==> src/rtl/nexi_uart_tx_frame.sv <==
`timescale 1ns/1ps
// ----------------------------------------------------------------------------
// nexi_uart_tx_frame
// Parametrised UART transmitter with an internal baud divider and a one-entry
// holding register behind a valid/ready handshake. A byte accepted while a
// frame is on the line goes out with no idle gap after the current stop bit(s).
//
// Parameters
//   DATA_BITS     data bits per frame (5..9), sent LSB first
//   PARITY        0 = none, 1 = odd, 2 = even
//   STOP_BITS     1 or 2 stop bits
//   CLKS_PER_BIT  clk cycles per bit cell (>= 2)
//
// Ports
//   clk       system clock, rising edge
//   rst       asynchronous active-high reset
//   tx_data   word to send, sampled only on handshake
//   tx_valid  source has data
//   tx_ready  holding register empty (registered)
//   tx_pin    serial line, idle high (registered)
//   busy      frame on the line or holding register full (registered)
// ----------------------------------------------------------------------------
module nexi_uart_tx_frame #(
    parameter int unsigned DATA_BITS    = 8,
    parameter int unsigned PARITY       = 0,
    parameter int unsigned STOP_BITS    = 1,
    parameter int unsigned CLKS_PER_BIT = 16
) (
    input  logic                 clk,
    input  logic                 rst,
    input  logic [DATA_BITS-1:0] tx_data,
    input  logic                 tx_valid,
    output logic                 tx_ready,
    output logic                 tx_pin,
    output logic                 busy
);

    localparam int unsigned CNT_W = $clog2(CLKS_PER_BIT);
    localparam int unsigned BIT_W = $clog2(DATA_BITS);

    localparam logic [CNT_W-1:0] CNT_LAST  = CNT_W'(CLKS_PER_BIT - 1);
    localparam logic [BIT_W-1:0] DATA_LAST = BIT_W'(DATA_BITS - 1);
    localparam logic [BIT_W-1:0] STOP_LAST = BIT_W'(STOP_BITS - 1);

    // Reject illegal configurations at elaboration.
    if (DATA_BITS < 5 || DATA_BITS > 9) begin : g_bad_data_bits
        $error("nexi_uart_tx_frame: DATA_BITS must be 5..9");
    end
    if (PARITY > 2) begin : g_bad_parity
        $error("nexi_uart_tx_frame: PARITY must be 0, 1 or 2");
    end
    if (STOP_BITS < 1 || STOP_BITS > 2) begin : g_bad_stop_bits
        $error("nexi_uart_tx_frame: STOP_BITS must be 1 or 2");
    end
    if (CLKS_PER_BIT < 2) begin : g_bad_clks_per_bit
        $error("nexi_uart_tx_frame: CLKS_PER_BIT must be >= 2");
    end

    typedef enum logic [2:0] {
        S_IDLE,
        S_START,
        S_DATA,
        S_PARITY,
        S_STOP
    } state_t;

    state_t               state_q,     state_d;
    logic [CNT_W-1:0]     baud_q,      baud_d;
    logic [BIT_W-1:0]     bit_q,       bit_d;
    logic [DATA_BITS-1:0] shift_q,     shift_d;
    logic                 par_q,       par_d;
    logic [DATA_BITS-1:0] hold_q;
    logic                 hold_full_q, hold_full_d;
    logic                 tx_pin_d;
    logic                 tx_ready_d;
    logic                 busy_d;

    logic                 handshake;
    logic                 cell_end;
    logic                 load;
    logic                 par_all;

    assign handshake = tx_valid & tx_ready;

    // Next-state, baud/bit counters, shift register and line value.
    always_comb begin
        state_d  = state_q;
        baud_d   = baud_q;
        bit_d    = bit_q;
        shift_d  = shift_q;
        par_d    = par_q;
        tx_pin_d = tx_pin;
        cell_end = 1'b0;
        load     = 1'b0;
        par_all  = par_q ^ shift_q[0];

        // Baud counter runs in every non-idle state and wraps at cell end.
        if (state_q != S_IDLE) begin
            if (baud_q == CNT_LAST) begin
                cell_end = 1'b1;
                baud_d   = '0;
            end else begin
                baud_d = baud_q + CNT_W'(1);
            end
        end

        case (state_q)
            S_IDLE: begin
                tx_pin_d = 1'b1;
                baud_d   = '0;
                if (hold_full_q) begin
                    load = 1'b1;
                end
            end

            S_START: begin
                if (cell_end) begin
                    state_d  = S_DATA;
                    bit_d    = '0;
                    tx_pin_d = shift_q[0];
                end
            end

            S_DATA: begin
                if (cell_end) begin
                    par_d = par_all;
                    if (bit_q == DATA_LAST) begin
                        if (PARITY != 0) begin
                            state_d  = S_PARITY;
                            // Odd parity inverts so the total count of ones is odd.
                            tx_pin_d = (PARITY == 1) ? ~par_all : par_all;
                        end else begin
                            state_d  = S_STOP;
                            bit_d    = '0;
                            tx_pin_d = 1'b1;
                        end
                    end else begin
                        bit_d    = bit_q + BIT_W'(1);
                        shift_d  = shift_q >> 1;
                        tx_pin_d = shift_q[1];
                    end
                end
            end

            S_PARITY: begin
                if (cell_end) begin
                    state_d  = S_STOP;
                    bit_d    = '0;
                    tx_pin_d = 1'b1;
                end
            end

            S_STOP: begin
                if (cell_end) begin
                    if (bit_q == STOP_LAST) begin
                        // Pending word chains straight into a new start bit.
                        if (hold_full_q) begin
                            load = 1'b1;
                        end else begin
                            state_d  = S_IDLE;
                            tx_pin_d = 1'b1;
                        end
                    end else begin
                        bit_d = bit_q + BIT_W'(1);
                    end
                end
            end

            default: begin
                state_d  = S_IDLE;
                baud_d   = '0;
                tx_pin_d = 1'b1;
            end
        endcase

        // Move the holding register into the shift register and start a frame.
        if (load) begin
            state_d  = S_START;
            baud_d   = '0;
            bit_d    = '0;
            shift_d  = hold_q;
            par_d    = 1'b0;
            tx_pin_d = 1'b0;
        end

        // A handshake wins over a same-cycle load: load takes the old word.
        if (handshake) begin
            hold_full_d = 1'b1;
        end else if (load) begin
            hold_full_d = 1'b0;
        end else begin
            hold_full_d = hold_full_q;
        end

        tx_ready_d = ~hold_full_d;
        busy_d     = (state_d != S_IDLE) | hold_full_d;
    end

    // State register and registered outputs.
    always_ff @(posedge clk or posedge rst) begin
        if (rst) begin
            state_q     <= S_IDLE;
            baud_q      <= '0;
            bit_q       <= '0;
            shift_q     <= '0;
            par_q       <= 1'b0;
            hold_q      <= '0;
            hold_full_q <= 1'b0;
            tx_pin      <= 1'b1;
            tx_ready    <= 1'b1;
            busy        <= 1'b0;
        end else begin
            state_q     <= state_d;
            baud_q      <= baud_d;
            bit_q       <= bit_d;
            shift_q     <= shift_d;
            par_q       <= par_d;
            hold_full_q <= hold_full_d;
            tx_pin      <= tx_pin_d;
            tx_ready    <= tx_ready_d;
            busy        <= busy_d;
            if (handshake) begin
                hold_q <= tx_data;
            end
        end
    end

endmodule

==> config.mk <==
export PLATFORM = sky130hd
export DESIGN_NAME = nexi_uart_tx_frame
export DESIGN_NICKNAME = d
export VERILOG_FILES = /design/src/rtl/nexi_uart_tx_frame.sv
export SDC_FILE = /design/constraint.sdc
export NUM_CORES = 1
export LEC_CHECK = 0
export BUFFER_PORTS_ARGS = -buffer_cell sky130_fd_sc_hd__buf_2
export CORE_MARGIN = 2
export CORE_UTILIZATION = 45
export DETAILED_ROUTE_END_ITERATION = 6
export GPL_TIMING_DRIVEN = 0
export PLACE_DENSITY_LB_ADDON = 0.15
export SYNTH_ARGS = -nofsm -noshare
export SYNTH_HDL_FRONTEND = slang
export SYNTH_SLANG_ARGS = --single-unit
==> constraint.sdc <==
create_clock -name clk -period 1.7 [get_ports clk]
set_input_delay 0.085 -clock clk [delete_from_list [all_inputs] [get_ports clk]]
set_output_delay 0.085 -clock clk [all_outputs]
set_load 0.02 [all_outputs]
==> flow_metrics.env <==
export IMPL_status="completed"
export IMPL_power_switching_uw=952
export IMPL_worst_pin_slew_ns=1.11
export IMPL_h_tree_depth=2
export IMPL_busiest_layer="met2"
export IMPL_antenna_found_initial=0
export IMPL_grt_use_total_pct=18.8
export IMPL_synthesis_nets=145
export IMPL_critPathKind="reg2reg"
export IMPL_relSlewSlack_pct=26.0
export IMPL_num_vias=1158
export IMPL_ys_async_sr_fraction_pct=100
export IMPL_die_y_um=61.8
export IMPL_rsz0062_at_grt="true"
export IMPL_worstPathArrival_ns=1.91
export IMPL_dpl_cell_area_mm2=0.00162
export IMPL_fin_crit_sh_pct=96.0
export IMPL_cts_sinks=30
export IMPL_vias_per_cell=5.51
export IMPL_cp_top_family="simple AND/OR/NAND/NOR gates"
export IMPL_syn2layout_area_growth_pct=28.6
export IMPL_die_area_mm2=0.00382
export IMPL_drt_pass1_iterations=4
export IMPL_first_global_vias=1172
export IMPL_p_per_area_mw_per_mm2=1470
export IMPL_fp_coreArea_mm2=0.00310
export IMPL_ctsLongestPathBuffers=2
export IMPL_worstPathCellList="buf_6, or4b_4, o31ai_4, buf_4, a22o_1, a21o_1"
export IMPL_grt_pass1_wl_um=5140
export IMPL_slew_violations=0
export IMPL_gr_total_overflow=0
export IMPL_worst_ir_drop_vdd_v=0.000785
export IMPL_num_rows=20
export IMPL_netlist_area_mm2=0.00150
export IMPL_synthFlopType="dfrtp_1"
export IMPL_crit_path_start_kind="register"
export IMPL_routed_wl_um=3040
export IMPL_ys_seq_area_share_pct=50.1
export IMPL_drcViolationCount=0
export IMPL_drt_initial_drc_count=35
export IMPL_hp_class="in2async"
export IMPL_synth_edff_count=0
export IMPL_cts_buffers_inserted=5
export IMPL_dp_hpwl_um=1980
export IMPL_wire_per_inst_um=14.5
export IMPL_use_met1_pct=21.4
export IMPL_synth_cells=130
export IMPL_ys_warn_count=0
export IMPL_path_clk_slew_ns=0.10
export IMPL_finalSetupViolCount=0
export IMPL_cp_num_buf_inv=2
export IMPL_pwr_share_clk_pct=19.9
export IMPL_cellLeakagePower_nw=0.856
export IMPL_p_int_mw=1.89
export IMPL_cp_max_fo=10
export IMPL_combPwrFrac_pct=36.0
export IMPL_nets=180
export IMPL_clockRootBuffer="clkbuf_4"
export IMPL_num_io_pins=14
export IMPL_final_area_mm2=0.00193
export IMPL_power_frac_seq_pct=44.1
export IMPL_use_met3_pct=5.59
export IMPL_drtAntennaViolNets=0
export IMPL_fin_cells=210
export IMPL_clock_skew_final_ns=0.0108
export IMPL_synth_seq_cells=30
export IMPL_port_buffers=13
export IMPL_insertedDiodeCount=0
export IMPL_die_w_um=61.8
export IMPL_fmax_mhz=613
export IMPL_start_util_pct=48.4
export IMPL_use_met2_pct=32.3
export IMPL_clk_latency_ns=0.34
export IMPL_drive_gt1_share_pct=34.9
export IMPL_hold_viol_final=0
export IMPL_nFillCells=288
export IMPL_gp_congestion=0.843
export IMPL_p_total_mw=2.84
export IMPL_slowest_delay_ns=0.53
export IMPL_endpoint_kind="register"
export IMPL_place_inst=187
export IMPL_synthDistinctLibCells=43
export IMPL_avgSynthCellArea_um2=11.6
export IMPL_cp_slowest_cell="or4b_4"
export IMPL_cap_violations=0
export IMPL_grt_max_degree=31
export IMPL_cts_tree="built"
export IMPL_fin_crit_ns=1.63
export IMPL_worstPathRequired_ns=1.98
export IMPL_swShare_pct=33.5
==> path summary, 6_finish.rpt <==
path	slack, ns	depth (start not counted)	from	end
worst min-delay path	0.01	2	rst	state_q[0]
worst max register to register	0.07	6	state_q[2]	shift_q[5]
worst min register to register	0.48	1	shift_q[5]	shift_q[5]
min in group clk	0.02	2	tx_valid	hold_full_q
worst max-delay path	0.07	6	state_q[2]	shift_q[5]
max in group asynchronous	0.95	2	rst	hold_full_q
==> registers in the layout (all words and copies together) (netlist names) <==
register	flops
busy	1
bit_q	3
baud_q	4
hold_q	8
tx_pin	1
state_q	3
shift_q	8
tx_ready	1
hold_full_q	1
==> placed cells by master (no fill, tap or decap), types with 5 or more instances in the layout <==
cell type,count
dfrtp_1,27
buf_2,14
a21oi_1,10
mux2_2,8
dlygate4sd3_1,8
a22o_1,7
a21o_1,7
o21ai_0,7
inv_1,6
clkbuf_4,5
buf_4,5
==> power groups by stage <==
| stage | sequential, mW | clock (mW) | combinational (mW) |
|---|---|---|---|
| 2_1_floorplan | 1.23 | 0 | 0.676 |
| 3_5_place_dp | 1.25 | 0 | 0.878 |
| 3_3_place_gp | 1.23 | 0 | 0.856 |
| 4_1_cts | 1.23 | 0.577 | 0.935 |
| 5_1_grt | 1.30 | 0.603 | 1.14 |
| 6_report | 1.25 | 0.565 | 1.02 |
==> routing by layer <==
layer | share of wire (%) | routed length [um]
met5 | 0 | 0
met4 | 1.9 | 58
met3 | 3.2 | 98
met2 | 53 | 1600
met1 | 42 | 1280
==> layout make-up <==
type	count	area (um^2)	share of cell area, %
Buffer	6	57.6	2.98
Clock buffer	7	45.0	2.33
Clock inverter	1	30.0	1.55
Inverter	6	22.5	1.17
Multi-Input combinational cell	88	749	38.8
Sequential cell	30	754	39.0
Tap cell	44	55.1	2.85
Timing Repair Buffer	28	219	11.3
==> synthesized netlist by cell type (all sizes together) (2+ instances only) <==
library cell	count	area (um^2)
o21ai	8	40.0
a21o	7	52.6
buf	5	50.0
nand2b	2	12.5
inv	6	22.5
or2b	2	15.0
nand4b	2	17.5
dfstp	2	52.6
a22o	7	61.3
nor2	5	21.3
o31ai	3	36.3
nor3b	2	15.0
dfrtp	28	701
nand4	4	25.0
a21oi	11	55.1
mux2	8	90.1
nand2	4	15.0
ha	4	50.1
==> logic make-up (layout without fill, tap and decap cells) <==
family	count (synthesis)	in the layout	share of synthesized area, %
AO/OA/AOI/OAI	44	44	20.9
adder cells (fa/ha/maj)	4	4	3.33
multiplexers	8	8	6.00
XOR/XNOR	1	1	0.583
AND/OR/NAND/NOR	31	31	14.0
buffers and inverters	12	48	5.08
flip-flops	30	30	50.1
==> metrics by stage <==
step                      hold slack, ns  utilization [%]  setup TNS (ns)  worst slack (ns)
final                             0.0117             62.3               0            0.0687
after global routing             0.00949             62.3         -0.0185           -0.0121
after CTS                         0.0160             59.1               0            0.0112
after detailed placement           0.322             52.3           -1.60            -0.214
after global placement             0.317             52.3           -1.39            -0.199
after floorplan                    0.174                -               0            0.0155
==> timing repair <==
item / 4_1_cts / 5_1_grt
resized for setup: 5 / 13
gates cloned: 0 / 1
setup buffers: 5 / 1
pin swaps: 2 / 4
endpoints found under the hold margin: 8 / 0
hold buffers: 8 / 0
endpoints found under the setup margin: 18 / 20
Power figures use the tool's default switching activity.
